File: src/rtl/reg_file_pkg.sv
// ---------------------------------------------------------------------------
// reg_file_pkg
//
// Purpose:
//   Shared definitions for the multi-port register file: default parameter
//   values, legal parameter limits, the default-width data type, the encoding
//   of a per-register write winner and the priority function that picks it.
//
// Contents:
//   REG_W / REG_A / REG_NR / REG_NW : default data width, address width,
//                                     read-port and write-port counts
//   REG_*_MAX / REG_*_MIN           : legal parameter bounds
//   reg_data_t                      : register word at the default width
//   WIN_*                           : winner encoding returned by wr_winner()
//   wr_winner()                     : lowest-index write port wins, the LUT
//                                     load port only wins if no port hits
// ---------------------------------------------------------------------------
package reg_file_pkg;

    localparam int REG_W  = 8;
    localparam int REG_A  = 2;
    localparam int REG_NR = 2;
    localparam int REG_NW = 1;

    localparam int REG_W_MAX  = 8;
    localparam int REG_A_MAX  = 4;
    localparam int REG_NR_MIN = 1;
    localparam int REG_NR_MAX = 4;
    localparam int REG_NW_MIN = 1;
    localparam int REG_NW_MAX = 2;

    typedef logic [REG_W-1:0] reg_data_t;

    // Winner encoding: port p is encoded as p+1 so that zero means "no write".
    localparam logic [1:0] WIN_NONE  = 2'd0;
    localparam logic [1:0] WIN_PORT0 = 2'd1;
    localparam logic [1:0] WIN_PORT1 = 2'd2;
    localparam logic [1:0] WIN_LUT   = 2'd3;

    // port_hit is padded to the maximum port count; unused bits are tied low.
    function automatic logic [1:0] wr_winner(input logic [1:0] port_hit,
                                             input logic       lut_hit);
        logic [1:0] win;
        win = WIN_NONE;
        if (port_hit[0]) begin
            win = WIN_PORT0;
        end else if (port_hit[1]) begin
            win = WIN_PORT1;
        end else if (lut_hit) begin
            win = WIN_LUT;
        end
        return win;
    endfunction

endpackage

File: src/rtl/reg_file_wr_arb.sv
// ---------------------------------------------------------------------------
// reg_file_wr_arb
//
// Purpose:
//   Write selection for one register (index REG_IDX). Looks at every write
//   port and the LUT load port, picks the winner by priority and presents the
//   winning enable and data. The same result feeds both the storage update
//   and the read bypass, so the two can never disagree.
//
// Ports:
//   write_en  in  NW     per-port write strobe
//   waddr     in  NW*A   write addresses, port p at [p*A +: A]
//   data_in   in  NW*W   write data, port p at [p*W +: W]
//   lut_en    in  1      LUT load strobe
//   lut_addr  in  A      LUT load address
//   lut_data  in  W      LUT load data
//   win_en    out 1      a write to this register wins this cycle
//   win_data  out W      data of the winning write (0 when none)
// ---------------------------------------------------------------------------
module reg_file_wr_arb
    import reg_file_pkg::*;
#(
    parameter int W       = REG_W,
    parameter int A       = REG_A,
    parameter int NW      = REG_NW,
    parameter int REG_IDX = 0,
    parameter int ZERO_R0 = 0
) (
    input  logic [NW-1:0]   write_en,
    input  logic [NW*A-1:0] waddr,
    input  logic [NW*W-1:0] data_in,
    input  logic            lut_en,
    input  logic [A-1:0]    lut_addr,
    input  logic [W-1:0]    lut_data,
    output logic            win_en,
    output logic [W-1:0]    win_data
);

    localparam logic [A-1:0] MY_ADDR = A'(REG_IDX);

    // A hard-wired zero register never accepts a write from any source.
    localparam bit DROP = (ZERO_R0 != 0) && (REG_IDX == 0);

    logic [1:0] port_hit;
    logic       lut_hit;
    logic [1:0] winner;

    // Decode which sources address this register and resolve priority.
    always_comb begin
        port_hit = '0;
        for (int p = 0; p < NW; p++) begin
            port_hit[p] = write_en[p] && (waddr[p*A +: A] == MY_ADDR);
        end
        lut_hit = lut_en && (lut_addr == MY_ADDR);
        winner  = wr_winner(port_hit, lut_hit);
    end

    // Steer the winner's data; enable is suppressed for a zero register.
    always_comb begin
        win_data = '0;
        if (winner == WIN_LUT) begin
            win_data = lut_data;
        end
        for (int p = 0; p < NW; p++) begin
            if (winner == 2'(p + 1)) begin
                win_data = data_in[p*W +: W];
            end
        end
        win_en = (winner != WIN_NONE) && !DROP;
    end

endmodule

File: src/rtl/reg_file_mp.sv
// ---------------------------------------------------------------------------
// reg_file_mp
//
// Purpose:
//   Parametrised multi-port register file with NR combinational read ports,
//   NW prioritised write ports plus a lowest-priority LUT load port, optional
//   write-to-read bypass, an independent jump register and a per-register
//   busy scoreboard for multi-cycle producers.
//
// Parameters:
//   W (1-8) data width, A (1-4) address width (depth 2**A), NR (1-4) read
//   ports, NW (1-2) write ports, BYPASS forwards same-cycle writes to reads,
//   ZERO_R0 makes r0 a constant zero.
//
// Ports:
//   Clk          in  1       clock, rising edge
//   Reset        in  1       asynchronous active-low reset, clears all state
//   WriteEn      in  NW      per-port write strobe
//   Waddr        in  NW*A    write addresses
//   DataIn       in  NW*W    write data
//   LutEn        in  1       LUT load strobe
//   LutAddr      in  A       LUT load address
//   LutData      in  W       LUT load data
//   Raddr        in  NR*A    read addresses
//   SetInst      in  1       forces read port 0 to address 0
//   DataOut      out NR*W    read data
//   RdReady      out NR      addressed register is not busy
//   JumpEn       in  1       load the jump register
//   JumpData     in  W       jump target
//   JumpReg      out W       jump register contents
//   ReserveEn    in  1       mark ReserveAddr busy
//   ReserveAddr  in  A       register to reserve
//   Busy         out 2**A    scoreboard bits
// ---------------------------------------------------------------------------
module reg_file_mp
    import reg_file_pkg::*;
#(
    parameter int W       = REG_W,
    parameter int A       = REG_A,
    parameter int NR      = REG_NR,
    parameter int NW      = REG_NW,
    parameter int BYPASS  = 1,
    parameter int ZERO_R0 = 0
) (
    input  logic                Clk,
    input  logic                Reset,
    input  logic [NW-1:0]       WriteEn,
    input  logic [NW*A-1:0]     Waddr,
    input  logic [NW*W-1:0]     DataIn,
    input  logic                LutEn,
    input  logic [A-1:0]        LutAddr,
    input  logic [W-1:0]        LutData,
    input  logic [NR*A-1:0]     Raddr,
    input  logic                SetInst,
    output logic [NR*W-1:0]     DataOut,
    output logic [NR-1:0]       RdReady,
    input  logic                JumpEn,
    input  logic [W-1:0]        JumpData,
    output logic [W-1:0]        JumpReg,
    input  logic                ReserveEn,
    input  logic [A-1:0]        ReserveAddr,
    output logic [(1<<A)-1:0]   Busy
);

    localparam int DEPTH = 1 << A;

    // Refuse to build with parameters outside the supported range.
    generate
        if ((W < 1) || (W > REG_W_MAX) || (A < 1) || (A > REG_A_MAX) ||
            (NR < REG_NR_MIN) || (NR > REG_NR_MAX) ||
            (NW < REG_NW_MIN) || (NW > REG_NW_MAX)) begin : g_bad_params
            $error("reg_file_mp: parameter out of range");
        end
    endgenerate

    logic [DEPTH-1:0][W-1:0] regs_q;
    logic [DEPTH-1:0][W-1:0] regs_d;
    logic [W-1:0]            jump_q;
    logic [W-1:0]            jump_d;
    logic [DEPTH-1:0]        busy_q;
    logic [DEPTH-1:0]        busy_d;

    logic [DEPTH-1:0]        win_en;
    logic [DEPTH-1:0][W-1:0] win_data;
    logic [DEPTH-1:0]        reserve_hit;
    logic [NR-1:0][A-1:0]    ea;

    // One arbiter per register resolves which source, if any, writes it.
    genvar r;
    generate
        for (r = 0; r < DEPTH; r++) begin : g_arb
            reg_file_wr_arb #(
                .W       (W),
                .A       (A),
                .NW      (NW),
                .REG_IDX (r),
                .ZERO_R0 (ZERO_R0)
            ) u_arb (
                .write_en (WriteEn),
                .waddr    (Waddr),
                .data_in  (DataIn),
                .lut_en   (LutEn),
                .lut_addr (LutAddr),
                .lut_data (LutData),
                .win_en   (win_en[r]),
                .win_data (win_data[r])
            );
        end
    endgenerate

    // Reserve decode; a zero register can never hold an outstanding producer.
    always_comb begin
        reserve_hit = '0;
        for (int i = 0; i < DEPTH; i++) begin
            reserve_hit[i] = ReserveEn && (ReserveAddr == A'(i)) &&
                             !((ZERO_R0 != 0) && (i == 0));
        end
    end

    // Next state for storage, jump register and scoreboard. A reserve in the
    // same cycle as a write names a newer producer, so it keeps Busy set while
    // the older producer's data is still stored.
    always_comb begin
        regs_d = regs_q;
        jump_d = jump_q;
        busy_d = busy_q;
        for (int i = 0; i < DEPTH; i++) begin
            if (win_en[i]) begin
                regs_d[i] = win_data[i];
            end
            if (reserve_hit[i]) begin
                busy_d[i] = 1'b1;
            end else if (win_en[i]) begin
                busy_d[i] = 1'b0;
            end
        end
        if (JumpEn) begin
            jump_d = JumpData;
        end
    end

    always_ff @(posedge Clk or negedge Reset) begin
        if (!Reset) begin
            regs_q <= '0;
            jump_q <= '0;
            busy_q <= '0;
        end else begin
            regs_q <= regs_d;
            jump_q <= jump_d;
            busy_q <= busy_d;
        end
    end

    // Effective read addresses: SetInst redirects port 0 to r0.
    always_comb begin
        ea = '0;
        for (int k = 0; k < NR; k++) begin
            ea[k] = Raddr[k*A +: A];
            if ((k == 0) && SetInst) begin
                ea[k] = '0;
            end
        end
    end

    // Read muxes. With bypass a winning write is forwarded and also makes the
    // register ready, unless a reserve in the same cycle re-marks it busy.
    always_comb begin
        DataOut = '0;
        RdReady = '0;
        for (int k = 0; k < NR; k++) begin
            DataOut[k*W +: W] = regs_q[ea[k]];
            RdReady[k]        = ~busy_q[ea[k]];
            if ((BYPASS != 0) && win_en[ea[k]]) begin
                DataOut[k*W +: W] = win_data[ea[k]];
                if (!reserve_hit[ea[k]]) begin
                    RdReady[k] = 1'b1;
                end
            end
            if ((ZERO_R0 != 0) && (ea[k] == '0)) begin
                DataOut[k*W +: W] = '0;
                RdReady[k]        = 1'b1;
            end
        end
    end

    assign JumpReg = jump_q;
    assign Busy    = busy_q;

endmodule

File: config.mk
export PLATFORM = sky130hd
export DESIGN_NAME = reg_file_mp
export DESIGN_NICKNAME = d
export VERILOG_FILES = /design/src/rtl/reg_file_pkg.sv /design/src/rtl/reg_file_wr_arb.sv /design/src/rtl/reg_file_mp.sv
export SDC_FILE = /design/constraint.sdc
export NUM_CORES = 1
export LEC_CHECK = 0
export ABC_CLOCK_PERIOD_IN_PS = 2300
export CAP_MARGIN = 30
export CORE_UTILIZATION = 36
export CTS_CLUSTER_DIAMETER = 60
export CTS_CLUSTER_SIZE = 25
export DETAILED_ROUTE_END_ITERATION = 12
export GPL_TIMING_DRIVEN = 1
export HOLD_SLACK_MARGIN = 0.12
export PLACE_DENSITY = 0.64
export SKIP_LAST_GASP = 1
export SLEW_MARGIN = 10
export SYNTH_ARGS = -nofsm -noshare
export SYNTH_HDL_FRONTEND = slang
export SYNTH_SLANG_ARGS = --single-unit
File: constraint.sdc
create_clock -name Clk -period 2.3 [get_ports Clk]
set_clock_uncertainty 0.2 [all_clocks]
set_input_delay 0.345 -clock Clk [delete_from_list [all_inputs] [get_ports Clk]]
set_output_delay 0.345 -clock Clk [all_outputs]
set_load 0.01 [all_outputs]
==> results of run 1 <==
[state kept, by name, indices dropped and copies added, names as in the netlist]
register and cells:
regs_q 32, Busy 4, JumpReg 8
[layout by cell type, fill, tap and decap left out, drive strengths merged, types with 4 or more instances in the layout]
master and instances:
buf 189, nand2 55, dfrtp 44, o21ai 43, clkdlybuf4s50 39, mux2i 28
nand3 24, a21oi 21, a221oi 21, nor2 21, nor3 20, mux2 10
mux4 9, a21boi 8, clkbuf 6, a32o 5, a22oi 5, xnor2 5
nor2b 5, nor3b 5, and3b 4, nand3b 4, a31oi 4, a221o 4
and2 4
[layout make-up]
| cell class | count | area [um2] | share of cell area (%) |
|---|---|---|---|
| clock buffer | 5 | 68.8 | 1.11 |
| clock inverter | 3 | 25.0 | 0.404 |
| timing repair buffer | 234 | 2040 | 32.9 |
| inverter | 1 | 3.75 | 0.0606 |
| sequential | 44 | 1100 | 17.8 |
| multi-input combinational | 338 | 2800 | 45.1 |
| tap | 133 | 166 | 2.68 |
[power groups by stage]
stage	Clock, uW	Combinational [uW]	Sequential, uW
2_1_floorplan	0	539	991
3_3_place_gp	0	1090	1010
3_5_place_dp	0	1100	1020
4_1_cts	554	1190	1000
5_1_grt	573	1340	1020
6_report	540	1260	1010
[final timing paths]
check / startpoint / endpoint / slack (ps) / cells after the start
worst max-delay path: Waddr[0] / DataOut[5] / -210 / 8
worst min-delay path: JumpReg[1]$_DFFE_PN0P_ / JumpReg[1]$_DFFE_PN0P_ / 320 / 1
worst max register to register: regs_q[18]$_DFFE_PN0N_ / regs_q[18]$_DFFE_PN0N_ / 1310 / 2
worst min register to register: JumpReg[1]$_DFFE_PN0P_ / JumpReg[1]$_DFFE_PN0P_ / 320 / 1
max in group asynchronous: Reset / regs_q[5]$_DFFE_PN0N_ / 930 / 3
min in group asynchronous: Reset / regs_q[0]$_DFFE_PN0N_ / 350 / 2
[per-stage QoR]
step	worst slack [ps]	TNS, ps	hold WS [ps]	total power [uW]
2_1_floorplan	-24.5	-24.5	-151	1530
3_3_place_gp	-1130	-19080	170	2100
3_5_place_dp	-1160	-19680	171	2120
4_1_cts	-210	-900	320	2750
5_1_grt	-257	-1810	335	2940
6_report	-207	-1120	316	2810
[logic make-up after synthesis]
group	count (synthesis)
simple gates	155
xor+xnor	8
flops	44
compound gates	128
buf+inv	48
mux	47
[per-layer routing]
metal  GRT usage, %  up-vias  wire [um]
met5              0        -          0
met4           14.1        0        829
met3           3.53       85       1720
met2           49.9      347       7400
met1           43.7     2265       6500
li1               -     2009          -
[critical path: cells and delay by family]
kind | cells | cell delay (ps)
buf+inv | 3 | 390
compound gates | 2 | 350
simple gates | 3 | 870
[what timing repair did]
| action | 4_1_cts | 5_1_grt |
|---|---|---|
| resized for setup | 227 | 48 |
| hold buffers | 1 | 0 |
| pin swaps | 36 | 38 |
| buffers inserted | 29 | 9 |
| gates cloned | 1 | 0 |
| hold endpoints to repair | 21 | 0 |
| endpoints found under the setup margin | 18 | 17 |
==> reports/results.tsv, run 1 <==
metric	value	unit
# placed instances	713	
Clk Latency, worst-skew pair	310	ps
largest net degree at the start of global routing	24	
PortBufs	70	
total number of yosys warnings	0	
DRT iter0 DRCs	563	
CP max-delay cell	or4_4	
xor and xnor fraction of the mapped netlist area	1.93	%
Ant. Diodes	0	
GR Overflow Total	0	
area fraction of the dominant cell type after synthesis	30.3	%
Worst slew margin	61.6	%
post-synthesis register bit count	44	
post-DP HPWL	11200	um
global-route wire length before repair	24800	um
GRT Total Usage	31.6	%
Critical Path End Type	primary output	
FMAX	0.399	GHz
Nets	665	
Sink Count	44	
DP Area	5280	um2
mux cell area share after synthesis	16.4	%
Finished Cell Area	6200	um2
Core Box Area	9770	um2
internal power	1780	uW
Die Y	103	um
Final Non-Filler Cells	758	
final core utilization	63.4	%
Static Leak	0.00273	uW
P&R area growth vs syn	70.4	%
Worst setup SP type	input pin	
share of post-route cells with drive strength above 1	48.5	%
Initial Utilization	37.2	%
Reg clk slew, reported paths	100	ps
# IOs	71	
Die ar.	10500	um2
PwrDens	454	nW/um2
EDFF count, synth	0	
asr flop ratio synth	100	%
Detail Route Antenna Nets	0	
final worst slack	-207	ps
CP required	1750	ps
Simple-Gate Fraction of Synth Area	21.7	%
Psw	1030	uW
main combinational cell family by area after synthesis	compound AO/OA/AOI/OAI gates	
Worst Tran Pin Value	577	ps
initial antenna violation count	0	
Avg Cell Area, Syn	8.46	um2
Vias/cell	6.21	
WS Path Type	in2out	
Critical Path Fanout Max	6	
die width	103	um
fin crit period	2510	ps
Logic pwr share	44.9	%
Clk pwr share	19.2	%
vias in the first global route	4580	
most common cell in the netlist	nand2_1	
Synth Area in Compound Gates	23.8	%
Slew Viols, Final	0	
RSZ-0062 raised after global routing	yes	
CTS H-tree lvls	2	
final wirelength	16500	um
clock buffer depth	2	
switching power share of the total	36.7	%
per-cell routed wire length	21.7	um
Syn Inst Count	430	
post-synth design cell area	3640	um2
Largest stage delay, worst path	430	ps
failing checks	setup timing	
MaxCap Viol Count	0	
Site Rows	36	
DRC errors left	0	
Synth area leader	dfrtp_1	
critical path arrival	1960	ps
Fillers	771	
CP Cell Sequence	buf_12 > and3b_2 > nor2_2 > buf_4 > a221oi_2 > a311oi_2 > or4_4 > buf_6	
final hold violations	0	
CTS tree	done	
drt first pass iters	5	
Seq/Total Area, Yosys	30.3	%
Tightest Hold Check Type	reg2reg	
Net Count, Synth	471	
final setup fails	16	
ys flop type	dfrtp_1	
outcome	complete, but fails checks	
Commonest cells post-synth	nand2_1 (55), dfrtp_1 (44), o21ai_0 (41)	
Synth Area in Adders	0	%
fin crit share	109	%
Area contributors post-synth	dfrtp_1 (30%), mux2i_1 (7.7%), nand2_1 (5.7%)	
Max VDD drop	0.258	mV
vias	4706	
sequential power share	35.9	%
root buf cell	clkbuf_8	
RD Place Congestion	0.965	
CTS buffer count	5	
Yosys cell types	57	
Note: power is estimated with default switching activity, not from simulation.
==> run 2: changes to the inputs <==
--- a/config.mk
+++ b/config.mk
@@ -5,7 +5,6 @@
 export SDC_FILE = /design/constraint.sdc
 export NUM_CORES = 1
 export LEC_CHECK = 0
-export ABC_CLOCK_PERIOD_IN_PS = 2300
 export CAP_MARGIN = 30
 export CORE_UTILIZATION = 36
 export CTS_CLUSTER_DIAMETER = 60
==> results of run 2 <==
Same layout as run 1: the final DEF is identical, and so are final timing and power.
==> run 3: changes to the inputs <==
--- a/config.mk
+++ b/config.mk
@@ -12,7 +12,7 @@
 export DETAILED_ROUTE_END_ITERATION = 12
 export GPL_TIMING_DRIVEN = 1
 export HOLD_SLACK_MARGIN = 0.12
-export PLACE_DENSITY = 0.64
+export PLACE_DENSITY = 0.66
 export SKIP_LAST_GASP = 1
 export SLEW_MARGIN = 10
 export SYNTH_ARGS = -nofsm -noshare
==> run 3 against run 2 <==
Compared with the run above:
- the flow still finishes with violations (setup timing)
- wire length grew 7.3%
- total power grew 14%
- sequential share of layout area shrank 0.63 points
- die area is the same
- critical path depth is the same
- via count grew 1.6%
- cell area grew 3.7%
- final cell count shrank 0.79%
- clock power grew 58%
- utilization grew 2.3 points
- first-iteration DRC count grew 7.6%
==> reports/results.tsv, run 3 (synthesized netlist as in run 1, its figures left out) <==
metric	value	unit
Finished Cell Area	6420	um2
Die ar.	10500	um2
drt first pass iters	5	
die width	103	um
GR Overflow Total	0	
critical path arrival	1970	ps
fin crit period	2520	ps
vias	4782	
Initial Utilization	37.2	%
# IOs	71	
Largest stage delay, worst path	420	ps
largest net degree at the start of global routing	26	
commonest cells after routing, fill and taps aside	buf_4 (120), nand2_1 (48), dfrtp_1 (44), clkdlybuf4s50_1 (36), o21ai_0 (33)	
Psw	1070	uW
CTS buffer count	5	
Worst setup SP type	input pin	
CTS tree	done	
final worst slack	-220	ps
Hold Path Sink	regs_q[7]$_DFFE_PN0N_	
CP Cell Sequence	buf_12 > or3b_4 > and2_4 > buf_4 > a221oi_1 > nor4_2 > o31a_1 > buf_2	
GRT Total Usage	32.8	%
Die Y	103	um
Static Leak	0.00282	uW
per-cell routed wire length	23.5	um
CP required	1750	ps
root buf cell	clkbuf_8	
Tightest Hold Check Type	in2reg	
switching power share of the total	33.6	%
reg-to-reg slack, setup	1180	ps
outcome	complete, but fails checks	
Worst Tran Pin Value	626	ps
max reg flops	32	
Critical Path End Type	primary output	
Max VDD drop	0.413	mV
Nets	659	
worst reg2reg path startpoint	regs_q[26]$_DFFE_PN0N_	
final wirelength	17700	um
area of the multi-input gates	2910	um2
PwrDens	497	nW/um2
Fillers	742	
final hold slack	277	ps
Site Rows	36	
sequential power share	32.1	%
Reg area	1100	um2
FMAX	0.397	GHz
Core Box Area	9770	um2
Reg clk slew, reported paths	100	ps
Vias/cell	6.36	
failing checks	setup timing	
global-route wire length before repair	25500	um
share of post-route cells with drive strength above 1	49.6	%
Clk Latency, worst-skew pair	320	ps
Detail Route Antenna Nets	0	
R2R depth	2	
RD Place Congestion	1.04	
MaxCap Viol Count	0	
RSZ-0062 raised after global routing	yes	
hold wc startpoint	DataIn[7]	
DRC errors left	0	
Clk pwr share	26.7	%
clock buffer depth	2	
post-DP HPWL	11100	um
DP Area	5230	um2
Sink Count	44	
CP max-delay cell	or3b_4	
initial antenna violation count	0	
WS Path Type	in2out	
Top reg by flops	regs_q	
P&R area growth vs syn	76.6	%
vias in the first global route	4681	
commonest non-fill, non-tap cell in the layout	buf_4	
internal power	2120	uW
fin crit share	110	%
Hold Path Stages	3	
CTS H-tree lvls	2	
Critical Path Fanout Max	5	
Logic pwr share	41.2	%
overall power	3190	uW
Slew Viols, Final	0	
worst reg2reg endpoint	regs_q[26]$_DFFE_PN0N_	
Worst slew margin	58.3	%
Ant. Diodes	0	
PortBufs	70	
final hold violations	0	
DRT iter0 DRCs	606	
final setup fails	16	
run 3: changes by cell type in the layout (fill, tap and decap cells not counted), sizes merged:
| cell | delta |
|---|---|
| buf | -10 |
| bufbuf | +1 |
| bufinv | +3 |
| clkbuf | +3 |
| clkdlybuf4s15 | -1 |
| clkdlybuf4s50 | -3 |
| clkinvlp | -1 |
| dlymetal6s2s | +4 |
| inv | -2 |
run 3: cell type report:
type                       count  area share [%]
timing repair buffer         228            32.5
clock inverter                 3            1.40
multi-input combinational    338            45.3
sequential                    44            17.1
tap                          133            2.59
clock buffer                   5            1.07
inverter                       1          0.0584
run 3: what timing repair did:
action | 4_1_cts | 5_1_grt
gates resized for setup | 198 | 104
pin swaps | 27 | 33
cloned | 1 | 1
hold buffers | 1 | 0
hold endpoints to repair | 24 | 0
endpoints found under the setup margin | 18 | 18
buffers inserted | 31 | 9
run 3: how the worst max path moves through the flow:
stage	start	to	slack [ps]	cells past startpoint
CTS	Waddr[0]	DataOut[7]	-200	7
detailed placement	LutAddr[1]	DataOut[10]	-1160	9
global placement	LutAddr[1]	DataOut[12]	-1130	9
finish	Waddr[0]	DataOut[15]	-220	8
global route	LutAddr[0]	DataOut[5]	-250	9
floorplan	LutAddr[1]	DataOut[5]	-20	7
run 3: metrics by stage:
step	instances	TNS [ps]	setup slack [ps]	util (%)
final	752	-1550	-220	65.7
after global routing	752	-2150	-248	65.7
after CTS	743	-1760	-199	60.7
after detailed placement	703	-19660	-1160	53.5
after global placement	703	-18920	-1130	53.5
after floorplan	430	-24.5	-24.5	-
run 3: critical path, delay by kind of cell:
family,cells,cell delay [ps]
AOI/OAI and AO/OA,2,520
buffers and inverters,3,390
and+or+nand+nor,3,720
run 3: power groups by stage:
stage / sequential [uW] / clock, uW / combinational (uW)
final: 1020 / 854 / 1320
after global routing: 1030 / 888 / 1390
after CTS: 1010 / 851 / 1160
after detailed placement: 1020 / 0 / 1100
after global placement: 1010 / 0 / 1080
after floorplan: 991 / 0 / 539
run 3: per-layer routing:
layer / vias to the layer above / GRT usage [%] / part of all wire, % / wire [um]
met2: 393 / 50.3 / 45 / 7960
met5: - / 0 / 0 / 0
met4: 0 / 18.4 / 6.3 / 1100
met1: 2276 / 43.8 / 38 / 6740
met3: 108 / 5.83 / 10 / 1850
li1: 2005 / - / - / -
